--- src/rtl/period_meter_pkg.sv ---
// Shared types and constants for the period meter.
package period_meter_pkg;

  typedef enum logic [1:0] {
    IDLE,
    MEASURE,
    OVERFLOW
  } state_t;

  // Averaging window is 2**AVG_LOG2 measurements.
  localparam int AVG_LOG2 = 2;

endpackage

--- src/rtl/module_sync_edge.sv ---
// Multi-flop synchronizer plus registered rising-edge detector for an
// asynchronous input. edge_pulse is high for one cycle per rising edge.
module module_sync_edge #(
  parameter int SYNC_STAGES = 2
) (
  input  logic clk,
  input  logic rst,
  input  logic sig_in,
  output logic edge_pulse
);

  logic [SYNC_STAGES-1:0] sync_q;
  logic                   prev_q;

  // Synchronizer chain, previous-level flop and registered edge pulse.
  always_ff @(posedge clk) begin
    if (rst) begin
      sync_q     <= '0;
      prev_q     <= 1'b0;
      edge_pulse <= 1'b0;
    end else begin
      sync_q     <= {sync_q[SYNC_STAGES-2:0], sig_in};
      prev_q     <= sync_q[SYNC_STAGES-1];
      edge_pulse <= sync_q[SYNC_STAGES-1] & ~prev_q;
    end
  end

endmodule

--- src/rtl/module_period_meter.sv ---
// Period meter: counts clk cycles between rising edges of an asynchronous
// periodic input. Counter saturates at 2**WIDTH-1 and raises ovf_out.
// Optional build macro PERIOD_METER_AVG_EN reports the truncated mean of
// every four measurements instead of each individual measurement.
module module_period_meter
  import period_meter_pkg::*;
#(
  parameter int WIDTH       = 16,
  parameter int SYNC_STAGES = 2
) (
  input  logic             clk,
  input  logic             rst,
  input  logic             sig_in,
  output logic [WIDTH-1:0] period_out,
  output logic             valid_out,
  output logic             ovf_out
);

  localparam logic [WIDTH-1:0] CNT_MAX = '1;
  localparam logic [WIDTH-1:0] CNT_ONE = WIDTH'(1);

  state_t           state_q;
  state_t           state_nxt;
  logic             edge_pulse;
  logic [WIDTH-1:0] cnt_q;
  logic             sat;
  logic             meas;
  logic             enter_ovf;

  module_sync_edge #(
    .SYNC_STAGES (SYNC_STAGES)
  ) u_sync_edge (
    .clk        (clk),
    .rst        (rst),
    .sig_in     (sig_in),
    .edge_pulse (edge_pulse)
  );

  assign sat = (cnt_q == CNT_MAX);

  // State register.
  always_ff @(posedge clk) begin
    if (rst) state_q <= IDLE;
    else     state_q <= state_nxt;
  end

  // Next-state logic; an edge coincident with saturation is a measurement.
  always_comb begin
    state_nxt = state_q;
    unique case (state_q)
      IDLE:     if (edge_pulse) state_nxt = MEASURE;
      MEASURE:  if (!edge_pulse && sat) state_nxt = OVERFLOW;
      OVERFLOW: if (edge_pulse) state_nxt = MEASURE;
      default:  state_nxt = IDLE;
    endcase
  end

  // Action decode: a completed measurement or the entry into overflow.
  always_comb begin
    meas      = 1'b0;
    enter_ovf = 1'b0;
    if (state_q == MEASURE) begin
      meas      = edge_pulse;
      enter_ovf = !edge_pulse && sat;
    end
  end

  // Cycle counter: restarts at 1 on every edge, saturates instead of wrapping.
  always_ff @(posedge clk) begin
    if (rst) begin
      cnt_q <= '0;
    end else if (edge_pulse) begin
      cnt_q <= CNT_ONE;
    end else if (state_q == MEASURE && !sat) begin
      cnt_q <= cnt_q + CNT_ONE;
    end
  end

  // Overflow flag: set on entering overflow, cleared by the next measurement.
  always_ff @(posedge clk) begin
    if (rst)            ovf_out <= 1'b0;
    else if (enter_ovf) ovf_out <= 1'b1;
    else if (meas)      ovf_out <= 1'b0;
  end

`ifdef PERIOD_METER_AVG_EN
  localparam int SUM_W = WIDTH + AVG_LOG2;

  logic [SUM_W-1:0]    sum_q;
  logic [SUM_W-1:0]    sum_nxt;
  logic [AVG_LOG2-1:0] idx_q;

  // Truncating divide of the window sum by the window length.
  function automatic logic [WIDTH-1:0] avg_trunc(input logic [SUM_W-1:0] s);
    return s[SUM_W-1:AVG_LOG2];
  endfunction

  assign sum_nxt = sum_q + SUM_W'(cnt_q);

  // Averager: accumulate four measurements, then publish their mean.
  always_ff @(posedge clk) begin
    if (rst) begin
      sum_q      <= '0;
      idx_q      <= '0;
      period_out <= '0;
      valid_out  <= 1'b0;
    end else begin
      valid_out <= 1'b0;
      if (enter_ovf) begin
        sum_q <= '0;
        idx_q <= '0;
      end else if (meas) begin
        if (idx_q == '1) begin
          period_out <= avg_trunc(sum_nxt);
          valid_out  <= 1'b1;
          sum_q      <= '0;
          idx_q      <= '0;
        end else begin
          sum_q <= sum_nxt;
          idx_q <= idx_q + AVG_LOG2'(1);
        end
      end
    end
  end
`else
  // Publish every measurement directly.
  always_ff @(posedge clk) begin
    if (rst) begin
      period_out <= '0;
      valid_out  <= 1'b0;
    end else begin
      valid_out <= meas;
      if (meas) period_out <= cnt_q;
    end
  end
`endif

endmodule

--- config.mk ---
export PLATFORM = sky130hd
export DESIGN_NAME = module_period_meter
export DESIGN_NICKNAME = d
export VERILOG_FILES = /design/src/rtl/period_meter_pkg.sv /design/src/rtl/module_sync_edge.sv /design/src/rtl/module_period_meter.sv
export SDC_FILE = /design/constraint.sdc
export NUM_CORES = 1
export LEC_CHECK = 0
export CORE_MARGIN = 3
export CORE_UTILIZATION = 57
export CTS_CLUSTER_DIAMETER = 100
export DETAILED_ROUTE_END_ITERATION = 10
export PLACE_DENSITY = 0.82
export RECOVER_POWER = 50
export SLEW_MARGIN = 0
export SYNTH_ARGS = -nofsm -noshare
export SYNTH_HDL_FRONTEND = slang
export SYNTH_SLANG_ARGS = --single-unit
--- constraint.sdc ---
create_clock -name clk -period 3.2 [get_ports clk]
set_clock_uncertainty 0.1 [all_clocks]
set_input_delay 0.48 -clock clk [delete_from_list [all_inputs] [get_ports clk]]
set_output_delay 0.48 -clock clk [all_outputs]
set_load 0.01 [all_outputs]
==> out/qor.txt, run 1 <==
GRT overflow -> 0
top-count cell post-synth -> dfxtp_1
min-delay worst type -> reg2reg
reg2reg setup slack -> 1010 ps
DR WL/cell -> 16.5 um
Crit Path Max Fanout -> 8
top cell family by delay on the critical path -> simple AND/OR/NAND/NOR gates
fin crit share -> 68.3%
Yosys cell types -> 28
IO buf count -> 20
Site Rows -> 18
Comb pwr share -> 2.7%
min-delay src -> u_sync_edge.prev_q
sw frac -> 21.8%
endpoints failing hold -> 0
Ports -> 21
setup TNS -> 0 ps
FILL cells -> 200
CORE AREA -> 0.00252 sq mm
RePlAce Congestion -> 0.857
DR pass1 iterations -> 4
fmax -> 458 MHz
uppermost routed layer -> met4
final core utilization -> 72.0%
Slew @ Worst Pin -> 806 ps
Top cell by count, worst path -> or4_1
routed wl met2 -> 1630 um
antenna viol nets, final -> 0
die area -> 0.00337 sq mm
Crit path required time -> 3380 ps
ant diodes -> 0
Post-synth EDFFs -> 0
share of layout cells above drive strength 1 -> 6.08%
Reg2Reg Depth -> 4
max-slew violation count -> 0
first-pass GRT wire length -> 5820 um
nets -> 184
crit end category -> flop
Top FF cell, synth -> dfxtp_1
number of global-route vias before repair -> 1234
max_cap viols -> 0
depth of the CTS H-tree -> 2
Post CTS Setup Buffer Count -> 0
slew margin rel. -> 46.3%
placed cells -> 203
RSZ-0062 raised after global routing -> false
vias post-DR -> 1346
Internal Power -> 0.616 mW
Synth Cell Area -> 0.00154 sq mm
sequential share of power -> 63.9%
critical path launch point type -> flop
top post-synthesis cells by area -> dfxtp_1, a22o_1, a21oi_1
drt initial violations -> 74
Final setup viols -> 0
Yosys top cell by area -> dfxtp_1
clock buffer depth -> 2
Critical-path top delay cell -> or4_1
vias per cell -> 6.38
WL met3 -> 270 um
Sw Pwr -> 0.172 mW
Starting Density -> 61.2%
CTS clk-pin slew, worst paths -> 110 ps
cts bufs inserted -> 5
CTS tree -> done
Pwr Total -> 0.788 mW
gr usage total -> 22.6%
latest clock arrival within the worst-skew pair -> 350 ps
DRC -> 0
critical path class -> reg2reg
cells along the critical path -> nand4_2 -> or4_1 -> or4_1 -> a21oi_1
area delta synth->final -> 17.7%
HPWL Detailed -> 2420 um
fraction of registers with async set or reset after synthesis -> 0%
Post-CTS Hold Buffers -> 0
Yosys warning count -> 0
TritonCTS Sinks -> 40
WHS Path Cells -> 1
min Tclk post-route -> 2190 ps
Hold EP -> u_sync_edge.edge_pulse
R2R Path End -> cnt_q[11]
worst r2r src -> cnt_q[4]
Yosys top cell area share -> 51.9%
commonest cells in the netlist -> dfxtp_1, a22o_1, a21oi_1, clkbuf_1
status -> completed
Syn Area/Cell -> 9.65 sq um
Die Y -> 58.0 um
root buf cell -> clkbuf_4
syn_nets -> 164
post-cts sizing count -> 0
wl on met1 -> 1510 um
Largest stage delay, worst path -> 670 ps
WL final -> 3480 um
largest net degree at the start of global routing -> 18
Peak VDD IR -> 0.000431 V
Arr. time, crit path -> 2360 ps
Yosys reg bits -> 40
leakage -> 0.606 nW
clock share of power -> 33.4%
PwrDens -> 434 mW/mm^2
Die W -> 58.0 um
Final Non-Filler Cells -> 211
Synth Instances -> 160
initial antenna violation count -> 0
CP bufs+invs -> 0
sequential fraction of the synthesis area -> 51.9%
==> worst max-delay path by stage <==
| stage | start | end | slack [ps] | cells after the start |
|---|---|---|---|---|
| floorplan | cnt_q[5] | cnt_q[11] | 1250 | 5 |
| global placement | cnt_q[4] | cnt_q[11] | 1120 | 4 |
| detailed placement | rst | cnt_q[13] | 1040 | 3 |
| CTS | cnt_q[4] | cnt_q[11] | 1020 | 4 |
| global route | cnt_q[5] | cnt_q[15] | 910 | 4 |
| finish | cnt_q[4] | cnt_q[11] | 1010 | 4 |
==> state kept, by name, summed over array words and instances (netlist names) <==
register,count
u_sync_edge.edge_pulse,1
u_sync_edge.prev_q,1
state_q,2
period_out,16
u_sync_edge.sync_q,2
ovf_out,1
cnt_q,16
valid_out,1
==> stage by stage <==
step           setup WS [ps]  instance area [sq um]  hold slack [ps]
2_1_floorplan           1250                   1540              267
3_3_place_gp            1120                   1770              275
3_5_place_dp            1040                   1770              281
4_1_cts                 1020                   1820              297
5_1_grt                  908                   1820              313
6_report                1010                   1820              295
==> power by group through the flow <==
stage,Combinational (mW),Clock (mW),Sequential [mW]
after floorplan,0.0139,0,0.514
after global placement,0.0198,0,0.515
after detailed placement,0.0211,0,0.515
after CTS,0.0208,0.265,0.504
after global routing,0.0226,0.288,0.504
final,0.0210,0.263,0.504
==> worst reg2reg max path, cell delays in order (launching register included) <==
cell and delay [ps]:
dfxtp_1 460, nand4_2 200, or4_1 670, or4_1 550, a21oi_1 140
==> layout by cell type, fill, tap and decap left out, types with 5 or more instances in the layout <==
cell	instances
dfxtp_1	40
a22o_1	16
a21oi_1	15
clkdlybuf4s50_1	12
or4_1	8
o21ai_0	8
dlygate4sd3_1	8
nor2b_1	7
nand2_1	7
inv_1	5
nand3_1	5
or3_1	5
o31ai_1	5
clkbuf_4	5
==> metal layers <==
metal	up-vias	global-route usage (%)
li1	646	-
met1	635	29.8
met2	59	35.0
met3	6	6.90
met4	0	7.95
met5	-	0
==> cells by family after synthesis <==
kind of cell	count (synthesis)	synth area share [%]
compound gates	54	24.4
simple gates	50	19.2
flops	40	51.9
buf+inv	15	3.73
fa+ha+maj	1	0.810
==> final cells by class <==
type | count | area, sq um | area share [%]
Sequential cell | 40 | 801 | 44.1
Multi-Input combinational cell | 105 | 686 | 37.7
Timing Repair Buffer | 23 | 215 | 11.8
Clock buffer | 8 | 58.8 | 3.24
Tap cell | 30 | 37.5 | 2.07
Inverter | 5 | 18.8 | 1.03
No activity file was read; power rests on OpenSTA's default activity.
==> run 2: changes to the inputs <==
CORE_UTILIZATION = 53   (was 57)
PLACE_DENSITY = 0.77   (was 0.82)
clock period = 2.2 ns   (was 3.2 ns; I/O delays follow)
==> run 2 against run 1 <==
  * Combinational power rose by 48%
  * Sequential power increased by 45%
  * Die area increased by 6.8%
  * Sequential cell count did not move
  * Final cell count increased by 1.4%
  * Sequential share of layout area fell by 0.65 points
  * Cell area rose by 1.7%
  * Total power is 39% higher
  * Setup slack worse by 940 ps
  * Clock power rose by 27%
  * Largest cell class unchanged
==> out/qor.txt, run 2 (synthesized netlist as in run 1, its figures left out) <==
status -> completed
Largest stage delay, worst path -> 580 ps
worst slack, placed -> 76.1 ps
worst r2r src -> cnt_q[5]
DR WL/cell -> 16.6 um
first-pass GRT wire length -> 5910 um
root buf cell -> clkbuf_4
endpoints failing hold -> 0
DRC -> 0
Final setup viols -> 0
antenna viol nets, final -> 0
WL final -> 3560 um
commonest non-fill, non-tap cell in the layout -> dfxtp_1
Site Rows -> 18
min Tclk post-route -> 2120 ps
die area -> 0.00360 sq mm
CTS clk-pin slew, worst paths -> 110 ps
Peak VDD IR -> 0.000584 V
TritonCTS Sinks -> 40
largest net degree at the start of global routing -> 18
Ports -> 21
initial antenna violation count -> 0
max-slew violation count -> 0
Reg2Reg Depth -> 4
largest registers -> cnt_q (16), period_out (16)
share of layout cells above drive strength 1 -> 10.3%
fin crit share -> 96.5%
Crit Path Max Fanout -> 8
drt initial violations -> 96
number of global-route vias before repair -> 1314
Arr. time, crit path -> 2300 ps
PwrDens -> 595 mW/mm^2
Slew @ Worst Pin -> 747 ps
capture point of the critical path -> cnt_q[11]
cts bufs inserted -> 5
ant diodes -> 0
leakage -> 0.657 nW
CORE AREA -> 0.00261 sq mm
Die W -> 60.0 um
R2R Path End -> cnt_q[11]
fmax -> 471 MHz
IO buf count -> 20
gr usage total -> 22.2%
RePlAce Congestion -> 0.911
area delta synth->final -> 19.6%
clock buffer depth -> 2
crit end category -> flop
vias per cell -> 6.57
critical path class -> reg2reg
Starting Density -> 59.1%
post-route worst setup slack -> 77.3 ps
max_cap viols -> 0
most frequent cells in the layout -> dfxtp_1, dlygate4sd3_1, a22o_1
Critical-path top delay cell -> or4_4
slew margin rel. -> 50.2%
Critical Path Start -> cnt_q[5]
GRT overflow -> 0
FILL cells -> 208
CP bufs+invs -> 0
depth of the CTS H-tree -> 2
cells along the critical path -> nand4_2 -> or4_4 -> or4_1 -> a21oi_1
vias post-DR -> 1406
Crit path required time -> 2380 ps
nets -> 188
Post CTS Setup Buffer Count -> 0
HPWL Detailed -> 2530 um
min-delay worst type -> reg2reg
Die Y -> 60.0 um
DR pass1 iterations -> 4
reg2reg setup slack -> 80 ps
Worst path depth -> 4
critical path launch point type -> flop
CTS tree -> done
latest clock arrival within the worst-skew pair -> 340 ps
top cell family by delay on the critical path -> simple AND/OR/NAND/NOR gates
setup TNS -> 0 ps
[run 2: cell count changes in the layout (fill, tap and decap cells not counted), sizes merged]
cell | previous run | this run
buf | 1 | 5
clkbuf | 10 | 8
clkdlybuf4s50 | 12 | 2
dlygate4sd3 | 8 | 18
clkinv | 0 | 1
[run 2: per-stage QoR]
step	hold WS (ps)	total power, mW	cells	cell area [sq um]	utilization, %
CTS	299	1.11	214	1840	70.5
detailed placement	283	0.781	207	1800	68.7
global placement	277	0.779	207	1800	68.7
floorplan	267	0.768	160	1540	-
finish	294	1.10	214	1850	70.7
global route	308	1.15	214	1850	70.7
[run 2: area by class of cell]
class | count | area [sq um] | share of cell area (%)
sequential | 40 | 802 | 43.4
inverter | 5 | 18.8 | 1.02
clock inverter | 1 | 5.00 | 0.271
tap | 30 | 37.5 | 2.03
clock buffer | 6 | 41.3 | 2.24
multi-input combinational | 105 | 697 | 37.7
timing repair buffer | 27 | 245 | 13.3
[run 2: report_power, final]
group	internal (mW)	switching [mW]	leakage, nW
clock	0.118	0.217	0.0281
combinational	0.0110	0.0201	0.306
sequential	0.729	0.00382	0.323
[run 2: worst min-delay path by stage]
| stage | startpoint | to | slack [ps] | cells past startpoint |
|---|---|---|---|---|
| after floorplan | u_sync_edge.prev_q | u_sync_edge.edge_pulse | 270 | 1 |
| after global placement | u_sync_edge.prev_q | u_sync_edge.edge_pulse | 280 | 1 |
| after detailed placement | u_sync_edge.prev_q | u_sync_edge.edge_pulse | 280 | 1 |
| after CTS | u_sync_edge.prev_q | u_sync_edge.edge_pulse | 300 | 1 |
| after global routing | u_sync_edge.prev_q | u_sync_edge.edge_pulse | 310 | 1 |
| final | u_sync_edge.prev_q | u_sync_edge.edge_pulse | 290 | 1 |
[run 2: layer usage]
layer	global-route usage, %	routed length (um)	vias to the layer above
met1	27.5	1540	669
met4	7.91	56	0
li1	-	-	659
met2	36.0	1670	68
met3	7.13	297	10
met5	0	0	-
[run 2: what timing repair did]
| item | 4_1_cts | 5_1_grt |
|---|---|---|
| hold buffers | 0 | 0 |
| resized for setup | 0 | 4 |
| endpoints found under the setup margin | 0 | 5 |
